===== src/rtl/imm_pkg.sv =====
// Shared constants for the immediate extender: format selects, field width, prefix FSM states.
package imm_pkg;

  localparam int unsigned FIELD_W = 24;

  localparam int unsigned SEL_STD  = 0;
  localparam int unsigned SEL_BEQ  = 1;
  localparam int unsigned SEL_ADDI = 2;
  localparam int unsigned SEL_MOVI = 3;
  localparam int unsigned SEL_BEQZ = 4;
  localparam int unsigned SEL_JUMP = 5;
  localparam int unsigned SEL_PFX  = 6;

  typedef enum logic {
    PFX_IDLE  = 1'b0,
    PFX_ARMED = 1'b1
  } pfx_state_e;

endpackage


===== src/rtl/imm_fmt_decode.sv =====
// Combinational immediate decode: selects the field for the format, extends to DATA_W and applies the shift.
module imm_fmt_decode #(
  parameter int unsigned DATA_W  = 32,
  parameter int unsigned FIELD_W = imm_pkg::FIELD_W,
  parameter int unsigned SEL_W   = 4
) (
  input  logic [SEL_W-1:0]   sel,
  input  logic               sign_ena,
  input  logic [FIELD_W-1:0] imm_field,
  output logic [DATA_W-1:0]  base_c
);
  import imm_pkg::*;

  always_comb begin
    base_c = '0;
    case (sel)
      SEL_W'(SEL_STD):
        base_c = {{(DATA_W-5){sign_ena & imm_field[14]}}, imm_field[14:10]};
      SEL_W'(SEL_BEQ):
        base_c = {{(DATA_W-15){sign_ena & imm_field[13]}}, imm_field[13:0], 1'b0};
      SEL_W'(SEL_ADDI):
        base_c = {{(DATA_W-15){sign_ena & imm_field[14]}}, imm_field[14:0]};
      SEL_W'(SEL_MOVI):
        base_c = {{(DATA_W-20){sign_ena & imm_field[19]}}, imm_field[19:0]};
      SEL_W'(SEL_BEQZ):
        base_c = {{(DATA_W-17){sign_ena & imm_field[15]}}, imm_field[15:0], 1'b0};
      // The prefix select shares the jump decode; the top ignores base for prefix beats.
      SEL_W'(SEL_JUMP), SEL_W'(SEL_PFX):
        base_c = {{(DATA_W-25){imm_field[23]}}, imm_field[23:0], 1'b0};
      default:
        base_c = {{(DATA_W-25){imm_field[23]}}, imm_field[23:0], 1'b0};
    endcase
  end

endmodule


===== src/rtl/imm_ext_pipe.sv =====
// Registered immediate extender with valid/ready handshake and flush.
// Define IMM_PREFIX_EN to enable the sel-6 prefix FSM that supplies the upper result bits.
module imm_ext_pipe #(
  parameter int unsigned DATA_W  = 32,
  parameter int unsigned FIELD_W = imm_pkg::FIELD_W,
  parameter int unsigned SEL_W   = 4
) (
  input  logic               clk,
  input  logic               rst_n,
  input  logic               flush,
  input  logic               in_valid,
  output logic               in_ready,
  input  logic [SEL_W-1:0]   sel,
  input  logic               sign_ena,
  input  logic [FIELD_W-1:0] imm_field,
  output logic               out_valid,
  input  logic               out_ready,
  output logic [DATA_W-1:0]  ext_out,
  output logic               pfx_pending
);
  import imm_pkg::*;

  logic [DATA_W-1:0] base_c;
  logic [DATA_W-1:0] beat_val_c;
  logic              accept_c;
  logic              beat_c;

  logic              out_valid_q, out_valid_d;
  logic [DATA_W-1:0] ext_q, ext_d;

  imm_fmt_decode #(
    .DATA_W  (DATA_W),
    .FIELD_W (FIELD_W),
    .SEL_W   (SEL_W)
  ) u_decode (
    .sel       (sel),
    .sign_ena  (sign_ena),
    .imm_field (imm_field),
    .base_c    (base_c)
  );

  assign in_ready = !flush && (!out_valid_q || out_ready);
  assign accept_c = in_valid && in_ready;

`ifdef IMM_PREFIX_EN
  localparam int unsigned PFX_W = DATA_W - 16;

  pfx_state_e       state_q, state_d;
  logic [PFX_W-1:0] pfx_q, pfx_d;
  logic             is_pfx_c;

  assign is_pfx_c   = (sel == SEL_W'(SEL_PFX));
  assign beat_c     = accept_c && !is_pfx_c;
  assign beat_val_c = (state_q == PFX_ARMED) ? {pfx_q, base_c[15:0]} : base_c;

  // Prefix FSM: a prefix arms/overwrites, the next real beat consumes it; flush disarms.
  always_comb begin
    state_d = state_q;
    pfx_d   = pfx_q;
    if (flush) begin
      state_d = PFX_IDLE;
    end else if (accept_c) begin
      if (is_pfx_c) begin
        state_d = PFX_ARMED;
        pfx_d   = PFX_W'($signed({imm_field[15] & sign_ena, imm_field[15:0]}));
      end else begin
        state_d = PFX_IDLE;
      end
    end
  end

  assign pfx_pending = (state_q == PFX_ARMED);
`else
  assign beat_c      = accept_c;
  assign beat_val_c  = base_c;
  assign pfx_pending = 1'b0;
`endif

  // Output register: load on a real beat, drain on out_ready, hold otherwise.
  always_comb begin
    out_valid_d = out_valid_q;
    ext_d       = ext_q;
    if (flush) begin
      out_valid_d = 1'b0;
    end else if (beat_c) begin
      out_valid_d = 1'b1;
      ext_d       = beat_val_c;
    end else if (out_ready) begin
      out_valid_d = 1'b0;
    end
  end

  always_ff @(posedge clk or negedge rst_n) begin
    if (!rst_n) begin
      out_valid_q <= 1'b0;
      ext_q       <= '0;
`ifdef IMM_PREFIX_EN
      state_q     <= PFX_IDLE;
      pfx_q       <= '0;
`endif
    end else begin
      out_valid_q <= out_valid_d;
      ext_q       <= ext_d;
`ifdef IMM_PREFIX_EN
      state_q     <= state_d;
      pfx_q       <= pfx_d;
`endif
    end
  end

  assign out_valid = out_valid_q;
  assign ext_out   = ext_q;

endmodule


===== config.mk =====
export PLATFORM = sky130hd
export DESIGN_NAME = imm_ext_pipe
export DESIGN_NICKNAME = d
export VERILOG_FILES = /design/src/rtl/imm_pkg.sv /design/src/rtl/imm_fmt_decode.sv /design/src/rtl/imm_ext_pipe.sv
export SDC_FILE = /design/constraint.sdc
export NUM_CORES = 1
export LEC_CHECK = 0
export BUFFER_PORTS_ARGS = -buffer_cell sky130_fd_sc_hd__buf_4
export CORE_MARGIN = 3
export CORE_UTILIZATION = 45
export CTS_CLUSTER_SIZE = 24
export DETAILED_ROUTE_END_ITERATION = 8
export MAX_ROUTING_LAYER = met4
export PLACE_DENSITY = 0.88
export SYNTH_ARGS = -nofsm -noshare
export SYNTH_HDL_FRONTEND = slang
export SYNTH_HIERARCHICAL = 1
export SYNTH_SLANG_ARGS = --single-unit

===== constraint.sdc =====
create_clock -name clk -period 1.5 [get_ports clk]
set_clock_uncertainty 0.1 [all_clocks]
set_input_delay 0.3 -clock clk [delete_from_list [all_inputs] [get_ports clk]]
set_output_delay 0.3 -clock clk [all_outputs]
set_load 0.02 [all_outputs]

; ---- Word level (Yosys, flattened, before mapping)
; Cells that the tools add are included.
[classes]
n_eq_ne = 4
n_mux = 4
n_bitwise = 5
reduce_logical = 8
[op_table]
columns = op, count
row1 = 32-bit one-hot mux with 5 select lines, 1
row2 = 4-bit by 2-bit equality test with 1-bit output (second input constant), 2
row3 = 1-bit AND, 4
row4 = 4-bit by 1-bit equality test with 1-bit output (second input constant), 1
row5 = 4-bit by 3-bit equality test with 1-bit output (second input constant), 1
row6 = 4-bit logical NOT, 1
row7 = 1-bit two-way mux, 3
row8 = 3-bit nonzero test, 1
row9 = 1-bit logical AND, 2
row10 = 1-bit logical NOT, 2
row11 = 2-bit AND reduction, 1
row12 = 1-bit logical OR, 1
row13 = 1-bit NOT, 1
[totals]
register_bits = 33
in_bits = 34
output_inout_bits = 35
word_cells = 23

; ---- Longest topological paths before layout
[depth]
depth_word = 6
mapped_depth = 7
mapped_depth_nobuf = 4

; ---- Hierarchy
; Netlist, hierarchy kept.
[modules_own_cells]
columns = module, instances, cells_each, area_per_inst_um2, seq_area_each_um2
row1 = imm_ext_pipe, 1, 75, 1275.0, 825.8
row2 = imm_fmt_decode, 1, 92, 624.3, 0.0

; ---- Worst setup path after synthesis
; Ideal clock, no wire load.
[synth_timing]
path_type = in2reg
startpoint = input sel[1]
endpoint = register ext_q[25], in the netlist ext_out[25]
setup_time_ps = 125
t_arrival_ps = 1562
required_ps = 1275
path_slack_ps = -286
cell_stages = 7
path_buffers = 3
cell_sequence = buf_2 buf_2 and3_1 a22oi_2 nand3_1 buf_4 mux2_2
[synth_between]
elab_chain_len = 2
elab_cells_between_ends = 6
classes_between = 4 x eq/ne / 1 x mux / 1 x reduce/logical
[synth_rtl]
columns = element, line_no
row1 = start: declaration, imm_ext_pipe.sv:13  ; input logic [SEL_W-1:0] sel,
row2 = 4-bit by 3-bit equality test with 1-bit output (tied with other cells), imm_fmt_decode.sv:16  ; case (sel)
row3 = 32-bit one-hot mux with 5 select lines (*), imm_fmt_decode.sv:16
row4 = named net base_c[25], imm_ext_pipe.sv:23  ; logic [DATA_W-1:0] base_c;
row5 = end signal: assignment, imm_ext_pipe.sv:103  ; ext_q <= ext_d;
row6 = end: declaration, imm_ext_pipe.sv:29  ; logic [DATA_W-1:0] ext_q, ext_d;
; Mark *: on every way through the listed nets, which the timed path passes. The rest lies on a longest branch.
; A chain may end at the register's enable or synchronous reset.

; ---- Worst setup path after layout
[layout_timing]
startpoint = register out_valid_q, in the netlist out_valid
endpoint = register ext_q[20], in the netlist ext_out[20]
[layout_between]
elab_chain_len = 5
[layout_rtl]
columns = element, line_no
row1 = start: declaration, imm_ext_pipe.sv:28  ; logic out_valid_q, out_valid_d;
row2 = start signal: assignment, imm_ext_pipe.sv:102  ; out_valid_q <= out_valid_d;
row3 = 1-bit logical NOT, imm_ext_pipe.sv:42  ; assign in_ready = !flush && (!out_valid_q || out_ready);
row4 = 1-bit logical OR, imm_ext_pipe.sv:42
row5 = 1-bit logical AND, imm_ext_pipe.sv:42
row6 = 1-bit logical AND, imm_ext_pipe.sv:43  ; assign accept_c = in_valid && in_ready;
row7 = 2-bit AND reduction (no line), --
; No other way between the ends.

==> flow_summary.ini <==
[outcome]
outcome = complete, but fails checks
violations = setup timing

[detailed_routing]
viasPerCell = 5.59
drtIter0Drc = 133
drcViolationCount = 0
dr.pass1.iters = 5
wire_per_inst_um = 17.6
drtAntennaViolNets = 0
wirelength_um = 5270
num_vias = 1671

[global_route]
grt_pass1_vias = 1667
grtUsageTotal_pct = 21.8
grt_pass1_wl_um = 8450
overflow = 0
grt_max_degree = 34
antenna_found_initial = 0

[logic_synthesis]
yosysWarningCount = 6
ys_ff_latch = 33
synthTopCellsByCount = dfrtp_1 (33), mux2_2 (32), a221o_1 (9), buf_4 (8), nor2_1 (7)
syn_area_sq_mm = 0.00190
synth_top_area_cell = dfrtp_1
yosysMostFrequentCell = dfrtp_1
yosys.area.top_type_share_pct = 43.5
async_reset_ff_share_pct = 100
syn_nets = 201
synth_edf_count = 0
synth.area.top_cells = dfrtp_1 (43%), mux2_2 (19%), a221o_1 (4.7%), buf_4 (3.2%), buf_6 (2.4%)
synth_cell_type_count = 35
avgSynthCellArea_sq_um = 11.4
yosysSeqAreaShare_pct = 43.5
syn_inst = 167
synth_flop_cell = dfrtp_1

[clocking]
cts_made_buffers = 5
clk_pin_slew_ns = 0.07
clock_tree.buffer_depth = 2
clkLatencyLatePin_ns = 0.28
cts-htree-levels = 2
cts_root_buf = clkbuf_8
cts.sinks = 33
cts_tree = done

[place]
gp_congestion = 0.830
dpl-instance-area_sq_mm = 0.00259
port_buffers = 67
pre_cts_slack_ns = -0.205
dp_hpwl_um = 3620

[timing]
drv_slew = 0
hold_viol = 0
tightest_slew_ns = 0.860
rsz0062_at_grt = yes
clock.fmax_mhz = 626
min_period_ns = 1.60
setup_viol = 33
setup_slack_ns = -0.0968
post-route-period-util_pct = 106
slew-limit-headroom_pct = 42.4

[setup_path]
cp.arrival_ns = 1.66
cp_max_fo = 6
timing.rr.end = ext_out[20]
worstReg2RegStart = out_valid
cpMaxStageDelayCell = dfrtp_2
rr_worst_depth = 5
cpPeakStageDelay_ns = 0.40
rrSetupSlack_ns = -0.1
critical_path_class = reg -> reg
cp_data_required_time_ns = 1.56
crit_family = flip-flops
worstSetupEndpointType = register
crit_chain = nor2b_4, nor3b_4, buf_6, buf_12, mux2_4
path_buf_inv = 2
worst_setup_path_start_kind = register

[die]
dieHeight_um = 71.0
dieArea_sq_mm = 0.00504
core_sq_mm = 0.00385
ios = 69
fp.dieW_um = 71.0
initial_core_util_pct = 49.3
rows = 22

[pwr]
ir_drop_mv = 0.677
p_leak_nw = 1.38
p_total_mw = 3.20
p_per_area_mw_per_mm2 = 1130

[finish]
ff_latch_area_sq_um = 827
nFillCells = 280
area_delta_synth_final_pct = 49.5
postLayoutCoreUtil_pct = 73.7
multi_input_area_sq_mm = 0.00103
finalInstanceArea_sq_mm = 0.00284
nNetsFinal = 284
layout-drive-gt1-share_pct = 57.4
antenna_cells = 0

[hold_path]
min_path_type = in -> reg
hold_path_end = out_valid
holdPathStages = 2
hold_start = flush

[flow_run]
maxCapViolations = 0
[repair_timing]
action	CTS	global route
endpoints found under the hold margin	33	0
setup endpoints to repair	33	33
gates cloned	2	1
resized for setup	8	6
pin swaps	1	0
setup buffers	2	1
hold buffers	1	0
[kinds of logic (layout without fill, tap and decap cells)]
| group | count (synthesis) | in the layout | share of synthesized area [%] |
|---|---|---|---|
| other | 1 | 1 | 0.197 |
| AND/OR/NAND/NOR | 33 | 33 | 11.6 |
| flip-flops | 33 | 33 | 43.5 |
| buffers and inverters | 23 | 107 | 8.10 |
| multiplexers | 32 | 32 | 19.0 |
| AO/OA/AOI/OAI | 45 | 45 | 17.7 |
[registers in the layout (all words and copies together) (netlist names)]
signal	cells
ext_out	32
out_valid	1
[worst max path at each step]
stage                   start     endpoint  depth (start not counted)
finish              out_valid  ext_out[20]                          5
global route        out_valid  ext_out[13]                          5
CTS                 out_valid  ext_out[16]                          5
detailed placement     sel[3]   ext_out[7]                          4
global placement       sel[3]   ext_out[3]                          5
floorplan              sel[1]  ext_out[25]                          7
[through the flow]
step | hold slack [ns] | std cells | setup TNS (ns)
6_report | 0.119 | 299 | -2.28
5_1_grt | 0.113 | 299 | -4.34
4_1_cts | 0.0980 | 298 | -2.19
3_5_place_dp | 0.170 | 285 | -4.62
3_3_place_gp | 0.167 | 285 | -3.69
2_1_floorplan | -0.0956 | 167 | -4.04
[cell type report]
type,instances,share of cell area (%)
multi-input combinational,111,36.4
sequential,33,29.1
timing repair buffer,94,27.5
clock buffer,7,3.04
tap,48,2.12
clock inverter,1,1.06
inverter,5,0.661
[per-layer routing]
layer  part of all wire [%]  GRT usage, %
met5                      0             -
met4                    1.1          6.47
met3                    6.0          3.98
met2                     51          35.1
met1                     42          28.1
[cell usage in the layout, fill, tap and decap left out, types with 5 or more instances in the layout]
cell and instances:
a22oi_1 5, o21ai_1 5, mux2_2 8, inv_1 5, a31oi_1 6, buf_4 86, nor2_1 6, nand3_1 5
a221o_1 9, clkbuf_8 6, dfrtp_1 32, mux2_4 24
[power by group]
part | switching, mW | leakage (nW) | internal (mW)
logic | 0.529 | 0.919 | 0.618
clock network | 0.340 | 0.0585 | 0.542
registers | 0.108 | 0.398 | 1.06
total | 0.977 | 1.38 | 2.22
Note: power is estimated with default switching activity, not from simulation.
